==> config.mk <==
export PLATFORM = sky130hd
export DESIGN_NAME = io_bridge
export DESIGN_NICKNAME = d
export VERILOG_FILES = /design/src/rtl/io_pkg.sv /design/src/rtl/io_addr_decode.sv /design/src/rtl/io_bridge.sv
export SDC_FILE = /design/constraint.sdc
export NUM_CORES = 1
export LEC_CHECK = 0
export CAP_MARGIN = 10
export CORE_ASPECT_RATIO = 1.1
export CORE_MARGIN = 1
export CORE_UTILIZATION = 42
export CTS_BUF_LIST = sky130_fd_sc_hd__clkbuf_8
export DETAILED_ROUTE_END_ITERATION = 12
export GPL_TIMING_DRIVEN = 0
export PLACE_DENSITY = 0.84
export SLEW_MARGIN = 20
export SYNTH_ARGS = -nofsm -noshare
export SYNTH_HDL_FRONTEND = slang
export SYNTH_SLANG_ARGS = --single-unit
==> constraint.sdc <==
create_clock -name clock -period 2.1 [get_ports clock]
set_input_delay 0.21 -clock clock [delete_from_list [all_inputs] [get_ports clock]]
set_output_delay 0.21 -clock clock [all_outputs]
set_load 0.05 [all_outputs]
==> src/rtl/io_pkg.sv <==
// Shared types and constants for the IO bridge: FSM states, peripheral word
// addresses, the abort read value and the one-hot chip-select bit positions.
package io_pkg;

  typedef enum logic [1:0] {
    ST_IDLE = 2'd0,
    ST_REQ  = 2'd1,
    ST_DONE = 2'd2,
    ST_ERR  = 2'd3
  } state_e;

  // Word addresses are addr[9:2] of the 0xFFFFFC00 window.
  localparam logic [7:0] LED_WA = 8'h18;
  localparam logic [7:0] SW_WA  = 8'h1C;
  localparam logic [7:0] SEG_WA = 8'h20;

  localparam logic [31:0] ERR_DATA = 32'hDEAD_BEEF;

  localparam int CS_LED = 0;
  localparam int CS_SW  = 1;
  localparam int CS_SEG = 2;

endpackage

==> src/rtl/io_addr_decode.sv <==
// Combinational peripheral decode: word address -> one-hot chip select and
// a mapped flag (no select bit set means the access hits nothing).
module io_addr_decode
  import io_pkg::*;
(
  input  logic [7:0] word_addr_i,
  output logic [2:0] cs_o,
  output logic       mapped_o
);

  always_comb begin
    cs_o         = '0;
    cs_o[CS_LED] = (word_addr_i == LED_WA);
    cs_o[CS_SW]  = (word_addr_i == SW_WA);
    cs_o[CS_SEG] = (word_addr_i == SEG_WA);
    mapped_o     = |cs_o;
  end

endmodule

==> src/rtl/io_bridge.sv <==
// Request/acknowledge bridge from the single-cycle datapath to the IO window.
// Define IO_TIMEOUT_EN to abort a request that sees no ack within TIMEOUT cycles.
module io_bridge
  import io_pkg::*;
#(
  parameter int TIMEOUT = 255,
  parameter int ADDR_W  = 10
) (
  input  logic              clock,
  input  logic              rst_n,
  input  logic              io_read,
  input  logic              io_write,
  input  logic              mem_read,
  input  logic [ADDR_W-1:0] addr,
  input  logic [31:0]       wdata,
  input  logic [31:0]       mem_rdata,
  output logic [31:0]       rdata,
  output logic              stall,
  output logic              io_req,
  output logic              io_we,
  output logic [2:0]        io_cs,
  output logic [1:0]        io_addr,
  output logic [31:0]       io_wdata,
  input  logic              io_ack,
  input  logic [31:0]       io_rdata,
  output logic              io_err
);

  state_e      state_q;
  logic        io_req_q, io_we_q;
  logic [2:0]  io_cs_q;
  logic [1:0]  io_addr_q;
  logic [31:0] io_wdata_q, rdata_q;
  logic [2:0]  cs_d;
  logic        mapped_d;
  logic        io_acc;

  assign io_acc = io_read | io_write;

  io_addr_decode u_dec (
    .word_addr_i (addr[9:2]),
    .cs_o        (cs_d),
    .mapped_o    (mapped_d)
  );

`ifdef IO_TIMEOUT_EN
  logic [7:0] cnt_q;
  logic       io_err_q;
  assign io_err = io_err_q;
`else
  assign io_err = 1'b0;
`endif

  always_ff @(posedge clock) begin
    if (!rst_n) begin
      state_q    <= ST_IDLE;
      io_req_q   <= 1'b0;
      io_we_q    <= 1'b0;
      io_cs_q    <= '0;
      io_addr_q  <= '0;
      io_wdata_q <= '0;
      rdata_q    <= '0;
`ifdef IO_TIMEOUT_EN
      cnt_q      <= '0;
      io_err_q   <= 1'b0;
`endif
    end else begin
      case (state_q)
        ST_IDLE: begin
          if (io_acc) begin
            if (mapped_d) begin
              io_cs_q    <= cs_d;
              io_we_q    <= io_write;
              io_addr_q  <= addr[1:0];
              io_wdata_q <= wdata;
              io_req_q   <= 1'b1;
`ifdef IO_TIMEOUT_EN
              cnt_q      <= '0;
`endif
              state_q    <= ST_REQ;
            end else begin
              rdata_q <= '0;
              state_q <= ST_DONE;
            end
          end
        end
        ST_REQ: begin
          // Ack is checked first so it beats a timeout landing on the same cycle.
          if (io_ack) begin
            if (!io_we_q) rdata_q <= io_rdata;
            io_req_q <= 1'b0;
            state_q  <= ST_DONE;
          end
`ifdef IO_TIMEOUT_EN
          else if (cnt_q == 8'(TIMEOUT - 1)) begin
            io_req_q <= 1'b0;
            rdata_q  <= ERR_DATA;
            io_err_q <= 1'b1;
            state_q  <= ST_ERR;
          end else begin
            cnt_q <= cnt_q + 8'd1;
          end
`endif
        end
        // The instruction retires here; its still-high strobes are not re-decoded.
        default: state_q <= ST_IDLE;
      endcase
    end
  end

  assign stall    = ((state_q == ST_IDLE) && io_acc) || (state_q == ST_REQ);
  assign rdata    = io_read ? rdata_q : mem_rdata;
  assign io_req   = io_req_q;
  assign io_we    = io_we_q;
  assign io_cs    = io_cs_q;
  assign io_addr  = io_addr_q;
  assign io_wdata = io_wdata_q;

  // mem_read needs no gating: the write-back mux keys off io_read alone.
  logic unused;
  assign unused = ^{mem_read, (TIMEOUT != 0)};

endmodule

==> results.yml, run 1 <==
sta:
  skew_ns: 0.00810
  finalSetupViolCount: 0
  worst-slew-pin-transition_ns: 0.565
  fin_crit_sh: 0.940
  final_max_slew_viol_count: 0
  finalCriticalPeriod_ns: 1.97
  rsz0062_at_grt: "false"
  clock.fmax_ghz: 0.506
  relSlewSlack: 0.620
  hold_violations: 0
final_layout:
  fill_cells: 678
  layout-drive-gt1-share: 0.107
  design_area_sq_um: 5870
  multiInputGateArea_sq_um: 1940
  area.sequential_sq_um: 1460
  syn2layout_area_growth_pct: 59.4
  fin_nets: 712
  antenna_cells: 0
floorplan:
  start_util: 0.436
  die_h_um: 100
  design.core.area_sq_um: 8450
  dieArea_sq_um: 9140
  pin_count: 185
  die_w_um: 91.3
  row_count: 35
worst_setup_path:
  worst_setup_path_start_kind: "input port"
  crit_type: "in -> reg"
  worst_ep_arrival_time_ns: 2.24
  crit_fanout: 10
  cp.required_ns: 2.36
  end_kind: "flop"
routing:
  ant_nets: 0
  vias: 3688
  drt_pass1_iterations: 6
  avgViaCountPerCell: 5.15
  post_drt_wl_per_cell_um: 14.7
  wirelength_um: 10500
  drc: 0
  drt_iter0_markers: 96
synthesis:
  synth_edf_count: 0
  avgSynthCellArea_sq_um: 9.04
  syn_nets: 519
  synthFlopType: "dfxtp_1"
  synth-async-reset-ratio: 0
  synth_seq_cells: 73
  netlist_instances: 407
  yosysWarningCount: 0
  ys_seq_area_frac: 0.397
  syn-cell-area_sq_um: 3680
  ys_types: 35
grt:
  grt_max_degree: 14
  met3_usage: 0.0576
  use_met1: 0.268
  antenna_found_initial: 0
  grt_use_met2: 0.436
  grt_usage: 0.235
  grt_pass1_vias: 3599
  grt_busiest_layer: "met2"
  overflow: 0
  grt_pass1_wl_um: 17100
placement:
  post_dp_cell_area_sq_um: 5620
  place_congestion: 0.811
  port_buffers: 180
  dpl.hpwl_um: 8100
hold_path:
  hold_class: "in -> reg"
cts:
  ctsLongestPathBuffers: 2
  holdBufCountCts: 0
  ctsRootBufferMaster: "clkbuf_8"
  clock_latency_ns: 0.34
  cts_tree: "done"
  cts_sinks: 73
  clk_transition_reported_paths_ns: 0.08
  htreeDepth: 3
  cts_buffers: 9
job:
  max_cap_viol_count: 0
pwr:
  ir_worst_vdd_v: 0.000391
  p_leak_nw: 2.59
  powerDensity_nw_per_um2: 567
  power_mw: 3.33
outcome:
  status: "completed"
-- what timing repair did --
item | in CTS | in global routing
resized for setup | 37 | 2
setup endpoints to repair | 90 | 33
pin swaps | 1 | 0
buffers inserted | 2 | 0
hold endpoints to repair | 0 | 0
-- registers in the layout (all words and copies together) (netlist names) --
name	count
io_wdata	32
io_cs	3
io_we	1
rdata_q	32
io_req	1
state_q	2
io_addr	2
-- worst max-delay path, stage by stage --
cell and delay [ns]:
clkdlybuf4s50_1 0.47, or4b_4 0.62, a2111oi_4 0.36, buf_4 0.20, buf_6 0.17, mux2i_1 0.21
-- cell type report --
class                      count  area share
tap                          111      0.0237
clock buffer                   9      0.0211
timing repair buffer         182       0.304
buffer                        35      0.0294
inverter                      33      0.0211
clock inverter                 7      0.0203
multi-input combinational    266       0.331
sequential                    73       0.249
-- report_power, final --
group	total, mW	leakage, nW	switching, mW	internal (mW)
registers	1.39	0.588	0.00356	1.39
logic	0.594	1.88	0.309	0.285
clock network	1.34	0.121	0.553	0.792
-- cell usage in the layout, fill, tap and decap left out, drive strengths merged, types with 2 or more instances in the layout --
cell           count
dfxtp             73
o21bai            33
bufinv             3
o311a             33
nand2             70
mux2              32
clkbuf            39
mux2i             36
buf                7
dlygate4sd2       29
inv               35
clkdlybuf4s50    150
a21boi             3
or4                2
and3b              2
nor2              35
-- cells by family after synthesis --
group           count (synthesis)  share of synthesized area
other cells                     1                    0.00102
buf+inv                        68                     0.0785
mux                            68                      0.196
flops                          73                      0.397
simple gates                  120                      0.140
compound gates                 77                      0.188
-- cell usage after synthesis (all sizes together) (2+ instances only) --
cell / count / area share
a21boi: 3 / 0.0061
and3b: 2 / 0.0048
buf: 5 / 0.014
clkbuf: 30 / 0.031
dfxtp: 73 / 0.40
inv: 33 / 0.034
mux2: 32 / 0.098
mux2i: 36 / 0.098
nand2: 70 / 0.071
nor2: 35 / 0.036
o21bai: 33 / 0.067
o311a: 33 / 0.090
or4: 2 / 0.0051
-- layer usage --
metal / routed length [um] / up-vias
met5: 0 / -
met4: 121 / 0
met3: 789 / 12
met2: 5300 / 166
met1: 4330 / 1709
li1: - / 1801
-- stage by stage --
stage               setup slack [ns]  hold WS [ns]   util  setup TNS, ns  std cells
floorplan                      0.171         0.352      -              0        407
global placement              -0.459         0.442  0.665         -32.68        698
detailed placement            -0.522         0.446  0.665         -36.27        698
CTS                           0.0168         0.298  0.693              0        716
global route                  0.0252         0.329  0.694              0        716
finish                         0.125         0.314  0.694              0        716
-- worst paths after layout --
| path | startpoint | end | slack, ns | cells past startpoint |
|---|---|---|---|---|
| max reg2reg | state_q[1] | rdata_q[16] | 0.21 | 5 |
| min reg2reg | io_cs[2] | io_cs[2] | 0.46 | 2 |
| max | addr[6] | io_wdata[12] | 0.13 | 6 |
| min | rst_n | io_wdata[5] | 0.31 | 3 |
(Power assumes the default switching activity.)
==> run 2, diff against run 1 <==
--- a/config.mk
+++ b/config.mk
@@ -8,11 +8,11 @@
 export CAP_MARGIN = 10
 export CORE_ASPECT_RATIO = 1.1
 export CORE_MARGIN = 1
-export CORE_UTILIZATION = 42
-export CTS_BUF_LIST = sky130_fd_sc_hd__clkbuf_8
+export CORE_UTILIZATION = 40
+export CTS_BUF_LIST = sky130_fd_sc_hd__clkbuf_16
 export DETAILED_ROUTE_END_ITERATION = 12
 export GPL_TIMING_DRIVEN = 0
-export PLACE_DENSITY = 0.84
+export PLACE_DENSITY = 0.8
 export SLEW_MARGIN = 20
 export SYNTH_ARGS = -nofsm -noshare
 export SYNTH_HDL_FRONTEND = slang
==> results.yml, run 2 (synthesis results as in run 1) <==
routing:
  drt_pass1_iterations: 7
  ant_nets: 0
  avgViaCountPerCell: 5.10
  vias: 3671
  post_drt_wl_per_cell_um: 14.6
  wirelength_um: 10500
  drt_iter0_markers: 104
  drc: 0
cts:
  ctsLongestPathBuffers: 2
  cts_buffers: 9
  htreeDepth: 3
  clock_latency_ns: 0.33
  clk_transition_reported_paths_ns: 0.05
  cts_tree: "done"
  ctsRootBufferMaster: "clkbuf_16"
  holdBufCountCts: 0
  cts_sinks: 73
final_layout:
  syn2layout_area_growth_pct: 60.1
  most-common-layout-cells: "150 x clkdlybuf4s50_1, 73 x dfxtp_1, 70 x nand2_1, 36 x inv_1, 36 x mux2i_1"
  design_area_sq_um: 5890
  layout-drive-gt1-share: 0.106
  final_common_cell: "clkdlybuf4s50_1"
  antenna_cells: 0
  fin_nets: 713
  fill_cells: 727
  fin_cells: 720
floorplan:
  row_count: 36
  start_util: 0.413
  pin_count: 185
  die_h_um: 103
  die_w_um: 93.5
  design.core.area_sq_um: 8920
  dieArea_sq_um: 9590
sta:
  fin_crit_sh: 0.954
  relSlewSlack: 0.637
  final_max_slew_viol_count: 0
  skew_ns: 0.00365
  clock.fmax_ghz: 0.499
  hold_violations: 0
  rsz0062_at_grt: "false"
  worst-slew-pin-transition_ns: 0.543
  finalCriticalPeriod_ns: 2.00
  finalSetupViolCount: 0
grt:
  grt_max_degree: 12
  overflow: 0
  grt_pass1_wl_um: 16400
  grt_pass1_vias: 3588
  grt_usage: 0.217
  antenna_found_initial: 0
hold_path:
  min_from: "rst_n"
  hold_class: "in -> reg"
  whs_endpoint: "io_wdata[5]"
  min_path_cells: 3
pwr:
  p_leak_nw: 2.62
  ir_worst_vdd_v: 0.000336
  powerDensity_nw_per_um2: 563
outcome:
  status: "completed"
worst_setup_path:
  reg2reg_from: "state_q[1]"
  worst_setup_path_start_kind: "input port"
  worst_ep_arrival_time_ns: 2.25
  r2r-end: "rdata_q[14]"
  crit_type: "in -> reg"
  end_kind: "flop"
  rrSetupSlack_ns: 0.25
  ff2ff_path_depth: 5
  crit_fanout: 10
  cp.required_ns: 2.35
placement:
  dpl.hpwl_um: 7980
  dp.cells: 701
  port_buffers: 180
  place_congestion: 0.739
  post_dp_cell_area_sq_um: 5630
job:
  max_cap_viol_count: 0
run 2: worst max-delay path by stage:
stage | start | end | slack [ns] | depth (start not counted)
2_1_floorplan | addr[9] | io_addr[0] | 0.17 | 5
3_3_place_gp | addr[6] | io_wdata[21] | -0.47 | 5
3_5_place_dp | addr[6] | io_wdata[22] | -0.54 | 5
4_1_cts | io_write | stall | 0.008 | 4
5_1_grt | addr[6] | io_wdata[21] | 0.03 | 6
6_report | addr[6] | io_wdata[13] | 0.1 | 6
run 2: stage by stage:
step / utilization / setup WS, ns / TNS (ns) / hold WS [ns] / power [mW]
floorplan: - / 0.171 / 0 / 0.352 / 1.72
global placement: 0.631 / -0.475 / -33.28 / 0.442 / 2.02
detailed placement: 0.631 / -0.543 / -37.76 / 0.449 / 2.03
CTS: 0.660 / 0.00767 / 0 / 0.346 / 3.35
global route: 0.661 / 0.0344 / 0 / 0.378 / 3.45
finish: 0.661 / 0.0975 / 0 / 0.355 / 3.32
run 2: report_power, final:
part           internal [mW]  leakage [nW]  switching, mW
clock                  0.777         0.143          0.552
sequential              1.39         0.588        0.00356
combinational          0.285          1.89          0.308
total                   2.45          2.62          0.864
run 2: cell type report:
cell class                      instances  area (sq um)  area share
Buffer                                 35           173      0.0293
Inverter                               33           124      0.0210
Tap cell                              114           143      0.0242
Clock inverter                          7          31.3     0.00531
Timing Repair Buffer                  183          1790       0.304
Sequential cell                        73          1460       0.248
Clock buffer                            9           225      0.0382
Multi-Input combinational cell        266          1940       0.330
run 2: layer usage:
metal  vias to the layer above  routed length [um]  global-route usage
met5                         -                   0                   0
met4                         0                 159              0.0852
met3                        14                 854              0.0501
met2                       158                5100               0.389
met1                      1694                4360               0.252
li1                       1805                   -                   -
run 2: what timing repair did:
item / in CTS / in global routing
pin swaps: 1 / 0
endpoints found under the hold margin: 0 / 0
gates cloned: 0 / 0
gates resized for setup: 37 / 2
setup endpoints to repair: 90 / 18
buffers inserted: 3 / 0
run 2: critical path, stage by stage:
cell and delay [ns]:
clkdlybuf4s50_1 0.46, or4b_4 0.61, a2111oi_4 0.36, buf_4 0.21, buf_6 0.18, mux2i_1 0.22
==> run 3, diff against run 2 <==
--- a/config.mk
+++ b/config.mk
@@ -8,11 +8,12 @@
 export CAP_MARGIN = 10
 export CORE_ASPECT_RATIO = 1.1
 export CORE_MARGIN = 1
-export CORE_UTILIZATION = 40
+export CORE_UTILIZATION = 37
 export CTS_BUF_LIST = sky130_fd_sc_hd__clkbuf_16
+export CTS_CLUSTER_SIZE = 12
 export DETAILED_ROUTE_END_ITERATION = 12
 export GPL_TIMING_DRIVEN = 0
-export PLACE_DENSITY = 0.8
+export PLACE_DENSITY = 0.78
 export SLEW_MARGIN = 20
 export SYNTH_ARGS = -nofsm -noshare
 export SYNTH_HDL_FRONTEND = slang
==> constraint.sdc (replaced) <==
create_clock -name clock -period 1.8 [get_ports clock]
set_input_delay 0.18 -clock clock [delete_from_list [all_inputs] [get_ports clock]]
set_output_delay 0.18 -clock clock [all_outputs]
set_load 0.05 [all_outputs]
==> results.yml, run 3 (synthesis results as in run 1) <==
worst_setup_path:
  cp_slowest_stage_delay_ns: 0.57
  rrSetupSlack_ns: 0.12
  crit_slowest_cell: "or4b_4"
  ff2ff_path_depth: 4
  cp.required_ns: 2.05
  worst_setup_path_start_kind: "input port"
  end_kind: "flop"
  worst-path-buf-inv: 4
  cp.depth: 7
  cpMostUsedCell: "buf_12"
  r2r-end: "rdata_q[4]"
  cp_cell_sequence: "dlygate4sd2_1, or4b_4, a2111oi_4, buf_6, buf_12, buf_12, mux2i_1"
  crit_family: "buffers and inverters"
  reg2reg_from: "state_q[1]"
  worst_ep_arrival_time_ns: 1.99
  crit_fanout: 6
  crit_type: "in -> reg"
grt:
  antenna_found_initial: 0
  grt_pass1_vias: 3673
  grt_usage: 0.202
  grt_max_degree: 13
  overflow: 0
  grt_pass1_wl_um: 17100
routing:
  vias: 3701
  post_drt_wl_per_cell_um: 14.7
  avgViaCountPerCell: 5.08
  drt_pass1_iterations: 4
  drc: 0
  ant_nets: 0
  wirelength_um: 10800
  drt_iter0_markers: 114
sta:
  relSlewSlack: 0.628
  clock.fmax_ghz: 0.573
  fin_crit_sh: 0.970
  finalSetupViolCount: 0
  hold_violations: 0
  skew_ns: 0.00753
  rsz0062_at_grt: "false"
  final_max_slew_viol_count: 0
  worst-slew-pin-transition_ns: 0.557
  finalCriticalPeriod_ns: 1.75
  worst_hold_slack_ns: 0.263
cts:
  htreeDepth: 3
  cts_sinks: 73
  clk_transition_reported_paths_ns: 0.06
  clock_latency_ns: 0.32
  cts_buffers: 9
  ctsRootBufferMaster: "clkbuf_16"
  cts_tree: "done"
  ctsLongestPathBuffers: 2
final_layout:
  fin_nets: 720
  fin_cells: 729
  most-common-layout-cells: "139 x clkdlybuf4s50_1, 72 x dfxtp_1, 70 x nand2_1, 37 x dlygate4sd2_1, 36 x mux2i_1"
  syn2layout_area_growth_pct: 66.5
  final_common_cell: "clkdlybuf4s50_1"
  antenna_cells: 0
  fill_cells: 789
  layout-drive-gt1-share: 0.141
pwr:
  p_leak_nw: 2.78
  powerDensity_nw_per_um2: 731
  power_mw: 4.48
  ir_worst_vdd_v: 0.000504
placement:
  dpl.hpwl_um: 8120
  place_congestion: 0.845
  dp.cells: 704
  port_buffers: 180
job:
  max_cap_viol_count: 0
floorplan:
  die_h_um: 107
  design.core.area_sq_um: 9490
  dieArea_sq_um: 10400
  die_w_um: 97.1
  start_util: 0.388
  row_count: 37
  pin_count: 185
hold_path:
  hold_class: "in -> reg"
  whs_endpoint: "io_cs[1]"
  min_from: "addr[3]"
  min_path_cells: 4
outcome:
  status: "completed"
==> run 3: metrics by stage <==
stage | utilization | cell area (sq um) | setup slack (ns) | setup TNS, ns
after CTS | 0.640 | 6070 | 0.00622 | 0
after global routing | 0.646 | 6130 | 0.0107 | 0
after detailed placement | 0.594 | 5630 | -0.727 | -58.15
final | 0.646 | 6130 | 0.0537 | 0
after floorplan | - | 3690 | 0.00158 | 0
after global placement | 0.594 | 5630 | -0.733 | -57.74
==> run 3: how the worst max path moves through the flow <==
stage | startpoint | end | slack, ns
floorplan | addr[6] | io_addr[0] | 0.002
global placement | addr[9] | rdata_q[24] | -0.73
detailed placement | addr[9] | io_we | -0.73
CTS | state_q[1] | rdata_q[22] | 0.006
global route | addr[5] | rdata_q[4] | 0.01
finish | addr[5] | io_wdata[10] | 0.05
==> run 3: repair_timing <==
item                                    in CTS  in global routing
endpoints found under the setup margin      98                 53
gates resized for setup                     56                 17
buffers inserted                             7                  4
hold buffers                                 0                  0
cloned                                       1                  0
pin swaps                                    4                  2
==> run 3: report_power, final <==
part | switching (mW) | internal, mW | total [mW]
registers | 0.00435 | 1.62 | 1.63
clock network | 0.675 | 1.48 | 2.16
logic | 0.360 | 0.331 | 0.692
==> run 3: cell type report <==
cell class | instances | area (sq um) | area share
Timing Repair Buffer | 192 | 1900 | 0.311
Tap cell | 117 | 146 | 0.0239
Clock inverter | 6 | 133 | 0.0216
Multi-Input combinational cell | 266 | 1950 | 0.318
Inverter | 33 | 124 | 0.0202
Sequential cell | 73 | 1460 | 0.239
Clock buffer | 9 | 225 | 0.0368
Buffer | 33 | 184 | 0.0300
==> run 3: per-layer routing <==
layer	share of wire	vias up	global-route usage
li1	-	1816	-
met1	0.43	1707	0.238
met2	0.48	158	0.354
met3	0.062	20	0.0411
met4	0.024	0	0.0917
met5	0	-	0
==> run 3: worst register-to-register path: stages, from the launching register on <==
cell      delay [ns]
dfxtp_1         0.35
or2_4           0.31
o21a_2          0.27
clkbuf_1        0.25
o311a_1         0.39
